$ cat src/rtl/idex_stage.sv
// rtl/idex_stage.sv - ID/EX pipeline register with load-use hazard detection
// Bubbles on a load-use hazard or flush, keeps halt sticky, and counts hazard bubbles with saturation.
module idex_stage #(
  parameter int DW   = 32,
  parameter int RW   = 5,
  parameter int CNTW = 16
) (
  input  logic            CLK,
  input  logic            RST,
  input  logic            pipe_en,
  input  logic            flush,
  input  logic            id_valid,
  input  logic [RW-1:0]   id_rs,
  input  logic [RW-1:0]   id_rt,
  input  logic            id_uses_rt,
  input  logic [RW-1:0]   id_wsel,
  input  logic            id_regWr,
  input  logic            id_memRd,
  input  logic            id_memWr,
  input  logic            id_halt,
  input  logic [7:0]      id_ctrl,
  input  logic [DW-1:0]   id_rdat1,
  input  logic [DW-1:0]   id_rdat2,
  input  logic [DW-1:0]   id_imm,
  input  logic [DW-1:0]   id_pc4,
  output logic            idex_valid,
  output logic [RW-1:0]   idex_rs,
  output logic [RW-1:0]   idex_rt,
  output logic [RW-1:0]   idex_wsel,
  output logic            idex_regWr,
  output logic            idex_memRd,
  output logic            idex_memWr,
  output logic            idex_halt,
  output logic [7:0]      idex_ctrl,
  output logic [DW-1:0]   idex_rdat1,
  output logic [DW-1:0]   idex_rdat2,
  output logic [DW-1:0]   idex_imm,
  output logic [DW-1:0]   idex_pc4,
  output logic            lu_stall,
  output logic [CNTW-1:0] bubble_cnt
);

  localparam logic [CNTW-1:0] CNT_ONE = 1;

  // Only a load already in EX can cause a hazard, so one bubble always suffices.
  assign lu_stall = idex_valid & idex_memRd & (idex_wsel != '0) & id_valid &
                    ((idex_wsel == id_rs) | (id_uses_rt & (idex_wsel == id_rt)));

  always_ff @(posedge CLK) begin
    if (RST) begin
      idex_valid <= 1'b0;
      idex_rs    <= '0;
      idex_rt    <= '0;
      idex_wsel  <= '0;
      idex_regWr <= 1'b0;
      idex_memRd <= 1'b0;
      idex_memWr <= 1'b0;
      idex_halt  <= 1'b0;
      idex_ctrl  <= '0;
      idex_rdat1 <= '0;
      idex_rdat2 <= '0;
      idex_imm   <= '0;
      idex_pc4   <= '0;
      bubble_cnt <= '0;
    end else if (pipe_en && !idex_halt) begin
      if (flush || lu_stall) begin
        // Data fields are left as-is; clearing the qualified flags is what makes it a bubble.
        idex_valid <= 1'b0;
        idex_regWr <= 1'b0;
        idex_memRd <= 1'b0;
        idex_memWr <= 1'b0;
        idex_halt  <= 1'b0;
        if (!flush && (bubble_cnt != '1)) begin
          bubble_cnt <= bubble_cnt + CNT_ONE;
        end
      end else begin
        idex_valid <= id_valid;
        idex_rs    <= id_rs;
        idex_rt    <= id_rt;
        idex_wsel  <= id_wsel;
        idex_regWr <= id_valid & id_regWr;
        idex_memRd <= id_valid & id_memRd;
        idex_memWr <= id_valid & id_memWr;
        idex_halt  <= id_valid & id_halt;
        idex_ctrl  <= id_ctrl;
        idex_rdat1 <= id_rdat1;
        idex_rdat2 <= id_rdat2;
        idex_imm   <= id_imm;
        idex_pc4   <= id_pc4;
      end
    end
  end

endmodule

$ cat config.mk
export PLATFORM = sky130hd
export DESIGN_NAME = idex_stage
export DESIGN_NICKNAME = d
export VERILOG_FILES = /design/src/rtl/idex_stage.sv
export SDC_FILE = /design/constraint.sdc
export NUM_CORES = 1
export LEC_CHECK = 0
export CORE_AREA = 8 8 180 182
export CTS_BUF_LIST = sky130_fd_sc_hd__clkbuf_4
export DETAILED_ROUTE_END_ITERATION = 7
export DIE_AREA = 0 0 188 190
export PLACE_DENSITY_LB_ADDON = 0.12
export SYNTH_ARGS = -nofsm -noshare
export SYNTH_HDL_FRONTEND = slang
export SYNTH_SLANG_ARGS = --single-unit
$ cat constraint.sdc
create_clock -name CLK -period 2.6 [get_ports CLK]
set_input_delay 0.26 -clock CLK [delete_from_list [all_inputs] [get_ports CLK]]
set_output_delay 0.26 -clock CLK [all_outputs]
set_load 0.01 [all_outputs]
# Yosys cells after proc, flatten, opt, wreduce, memory -nomap -nowiden
# Index checks and enable logic that the tools add are counted.
totals:
  ff_bits: 172
  inputBits: 161
  out_inout_bits: 173
  elab_cells: 42
classes:
  add_sub_neg: 1
  n_eq_ne: 3
  muxes: 5
  bitwise: 11
  n_reduce_logical: 8
ops:
  columns: ["operator", "count"]
  rows:
  - ["16-bit by 1-bit adder with 16-bit output, second input constant", 1]
  - ["16-bit inequality test, second input constant", 1]
  - ["5-bit == test", 2]
  - ["1-bit AND", 9]
  - ["1-bit 2-to-1 mux", 5]
  - ["5-bit nonzero test", 1]
  - ["3-bit AND reduction", 1]
  - ["1-bit logical AND", 2]
  - ["1-bit zero test", 2]
  - ["2-bit AND reduction", 1]
  - ["1-bit logical OR", 1]
  - ["1-bit NOT", 1]
  - ["1-bit bitwise OR", 1]

# Longest topological paths before layout
logic_depth:
  word_depth: 7
  ltp_mapped: 8
  ltp_nobuf: 6

# Worst setup path after synthesis
# No wires, ideal clock.
synth_path:
  path_type: "reg-to-reg"
  startpoint: "register idex_wsel[3]"
  endpoint: "register bubble_cnt[5]"
  setup_time_ns: 0.123
  arrival_time_ns: 1.818
  required_time_ns: 2.477
  slack_ns: 0.659
  path_stages_with_launch: 7
  n_path_buf: 1
  period_less_slack_ns: 1.941
  path_cell_list: "dfxtp_1 > buf_6 > xnor2_2 > nand3_1 > o22a_1 > or4_1 > mux2_1"
synth_between:
  elab_chain_cells: 6
  elab_cells_between_ends: 10
  classes_between: "eq/ne (2); bitwise (5); reduce/logical (3)"
synth_rtl:
  columns: ["element", "line", "rtl"]
  rows:
  - ["start: declaration", "29", "output logic [RW-1:0] idex_wsel,"]
  - ["start signal: assignment", "80", "idex_wsel <= id_wsel;"]
  - ["5-bit == test or 5-bit nonzero test (tied branches)", "47, 46", null]
  - ["1-bit AND (on tied branches)", "47, 46", null]
  - ["1-bit bitwise OR or 1-bit AND (tied branches)", "47, 46", null]
  - ["1-bit AND *", "46", "assign lu_stall = idex_valid & idex_memRd & (idex_wsel != '0) & id_valid &"]
  - ["1-bit logical OR *", "66", "if (flush || lu_stall) begin"]
  - ["3-bit AND reduction (no line) *", null, null]
  - ["end signal: assignment", "74", "bubble_cnt <= bubble_cnt + CNT_ONE;"]
  - ["end: declaration", "40", "output logic [CNTW-1:0] bubble_cnt"]
# Mark *: on every way between the ends. The rest lies on a longest branch, timed or not.
# A chain may end at the register's enable or synchronous reset.

# Worst setup path in the final report
layout_path:
  startpoint: "register idex_wsel[4]"
  endpoint: "output port lu_stall"
layout_between:
  elab_chain_cells: 4
  elab_cells_between_ends: 8
  classes_between: "eq/ne (2); bitwise (5); reduce/logical (1)"
layout_rtl:
  columns: ["element", "line", "rtl"]
  rows:
  - ["5-bit == test or 5-bit nonzero test (tied branches)", "47, 46", null]
  - ["1-bit AND (on tied branches)", "47, 46", null]
  - ["1-bit bitwise OR or 1-bit AND (tied branches)", "47, 46", null]
  - ["1-bit AND *", "46", null]
  - ["end: declaration", "39", "output logic lu_stall,"]
# Marked as above.

==> out/qor.csv <==
stage;metric;value;unit
pwr;sw_frac_of_total;31.5;%
setup_path;startpoint_type;flip-flop;
worst_hold_path;hp-class;input pin to flip-flop;
clock_tree;cts_inserted_buffers;17;
setup_path;critPathRequiredTime;2.34;ns
yosys;synthCells;1189;
yosys;synthArstFlopShare;0;%
yosys;synth.yosys.seq_area_share;33.7;%
placed_design;gp_congestion;0.807;
timing;setup_viol;0;
yosys;synth_compound_area_share;15.6;%
status;status;completed;
clock_tree;clock_latency;0.57;ns
layout;nets;1603;
global_route;gr-usage-met3;6.17;%
route;post_drt_wl_per_cell;19.4;µm
route;drcViolationCount;0;
yosys;synth.mux.area_fraction;15.2;%
timing;slew_viol_final;0;
yosys;synth_area;10200;µm²
setup_path;cp-end-kind;output pin;
clock_tree;clock_path_buffers;2;
global_route;antenna_found_initial;1;
clock_tree;postCtsHoldBufs;0;
yosys;synth_edf_count;0;
global_route;top_usage_layer;met2;
yosys;yosysWarningCount;0;
timing;finalClockSkew;0.0347;ns
yosys;synthAdderAreaFrac;0.122;%
timing;tightest_slew;0.741;ns
clock_tree;path_clk_slew;0.17;ns
timing;timing.final.crit_period;2.35;ns
yosys;ys_top_cells_by_count;302 x and3_1, 172 x dfxtp_1, 160 x nand2_1, 151 x a32oi_1, 146 x mux2i_1;
clock_tree;numClockSinks;172;
clock_tree;cts_root_buf;clkbuf_4;
die;die_w;188;µm
layout;fillerInstances;2864;
pwr;leakage;0.00638;µW
die;std_cell_rows;63;
pwr;powerDensity;435;nW/µm²
global_route;grt_pass1_wl;56.0;mm
pwr;p_clk_share;25.9;%
global_route;grt_pass1_vias;9823;
die;initial_core_util;34.8;%
setup_path;cp_slowest_cell;or4_4;
route;firstDrtPassIters;5;
pwr;p_sw;1950;µW
clock_tree;cts_tree;built;
die;dieArea;35700;µm²
yosys;yosysMostFrequentCell;and3_1;
yosys;synth_cell_types;41;
placed_design;portBuffers;333;
yosys;synth_top_area_cell;dfxtp_1;
setup_path;critPathKind;flip-flop to output pin;
timing;fin_crit_sh;90.6;%
global_route;grt_max_degree;89;
pwr;internal_power;4250;µW
job;cap_violations;0;
route;ant_nets;0;
setup_path;slowest_delay;0.56;ns
timing;tns;0;ns
route;routed_wl;35.8;mm
global_route;grt.total_usage;18.8;%
timing;rsz0062_at_grt;false;
yosys;synthSimpleGateAreaFrac;27.8;%
layout;drive_gt1_share;6.95;%
global_route;use_met1;24.7;%
yosys;syn_area_per_cell;8.60;µm²
setup_path;arrival;2.09;ns
yosys;synth_top_area_share;33.7;%
route;drt-initial-drc-count;615;
yosys;mappedNetlistNets;1351;
setup_path;reg2reg_slack;0.41;ns
yosys;ys_ff_latch;172;
global_route;overflow;0;
die;io_pins;334;
die;core;29400;µm²
layout;multi_input_area;6140;µm²
pwr;vdd_drop_max;0.213;mV
timing;slew_headroom;50.6;%
timing;timing.fmax;0.425;GHz
timing;hold_violations;0;
yosys;synth_xor_area_share;0.930;%
layout;area_growth;39.7;%
yosys;ys_top_cells_by_area;dfxtp_1 34%, and3_1 18%, mux2i_1 14%, a32oi_1 13%, nand2_1 5.9%;
route;vias;10300;
yosys;synthFlopType;dfxtp_1;
die;fp.dieH;190;µm
pwr;power_frac_comb;25.5;%
layout;final-seq-area;3460;µm²
setup_path;crit_chain;or4_4 -> o21ai_4 -> nor2_1 -> dlygate4sd2_1;
pwr;seqPwrFrac;48.6;%
yosys;synth_top_family_by_area;simple AND/OR/NAND/NOR gates;
global_route;use_met2;29.4;%
layout;finalCoreUtilization;48.6;%
setup_path;path_max_fanout;6;
route;vias_per_cell;5.58;
clock_tree;htree_levels;4;
placed_design;dpl.hpwl;23.7;mm
-- metal layers --
layer / up-vias / routed length (µm)
met5: - / 0
met4: 0 / 487
met3: 30 / 2850
met2: 277 / 16200
met1: 4953 / 16400
li1: 5029 / -
-- logic make-up after synthesis --
family          after synthesis
mux                         154
compound gates              184
simple gates                523
fa+ha+maj                     1
xor+xnor                     10
flops                       172
buf+inv                     145
-- critical path: cells and delay by family, from the launching register on --
kind / cells / cell delay [ns]
buffers and inverters: 1 / 0.29
and+or+nand+nor: 2 / 0.65
AOI/OAI and AO/OA: 1 / 0.19
DFF: 1 / 0.41
-- registers in the layout (all words and copies together), names as in the netlist --
name,flops
idex_ctrl,8
idex_memRd,1
idex_rdat2,32
idex_imm,32
idex_wsel,5
bubble_cnt,16
idex_memWr,1
idex_halt,1
idex_rdat1,32
idex_rs,5
idex_regWr,1
idex_pc4,32
idex_valid,1
idex_rt,5
-- what timing repair did --
action,CTS,global route
endpoints found under the setup margin,1,0
setup buffers,1,0
gates resized for setup,11,0
-- worst paths after layout --
| path | start | to | depth (start not counted) |
|---|---|---|---|
| worst max register to register | bubble_cnt[6] | bubble_cnt[13] | 6 |
| worst max-delay path | idex_wsel[4] | lu_stall | 4 |
| worst min register to register | idex_memWr | idex_memWr | 1 |
| worst min-delay path | id_halt | idex_halt | 2 |
-- area by class of cell --
cell class	instances	share of cell area, %
multi-input cells	872	43.0
repair buffers	375	27.3
flip-flops and latches	172	24.2
well taps	390	3.42
clock buffers	19	0.999
clock inverters	13	0.920
inverters	3	0.131
diodes	1	0.0175
-- stage by stage --
stage	cells	cell area [µm²]	total power, µW	setup WS [ns]	hold slack [ns]
2_1_floorplan	1189	10200	3720	0.659	0.386
3_3_place_gp	1811	14000	4640	0.151	0.460
3_5_place_dp	1811	14000	4650	0.133	0.468
4_1_cts	1844	14300	6310	0.177	0.214
5_1_grt	1845	14300	6560	0.104	0.241
6_report	1845	14300	6200	0.246	0.292
-- cells in the final DEF (no fill, tap or decap), drive strengths merged, types with 12 or more instances in the layout --
cell type | synthesis | routed
dfxtp | 172 | 172
nand3 | 12 | 12
buf | 45 | 42
a32oi | 151 | 151
mux2i | 146 | 146
clkbuf | 97 | 19
clkdlybuf4s50 | 0 | 332
and3 | 302 | 302
nand2 | 160 | 160
-- power by group through the flow --
stage	combinational (µW)	sequential, µW	clock (µW)
final	1580	3020	1610
after global routing	1700	3050	1810
after detailed placement	1580	3070	0
after global placement	1580	3060	0
after floorplan	578	3140	0
after CTS	1600	3020	1700
Note: power is estimated with default switching activity, not from simulation.
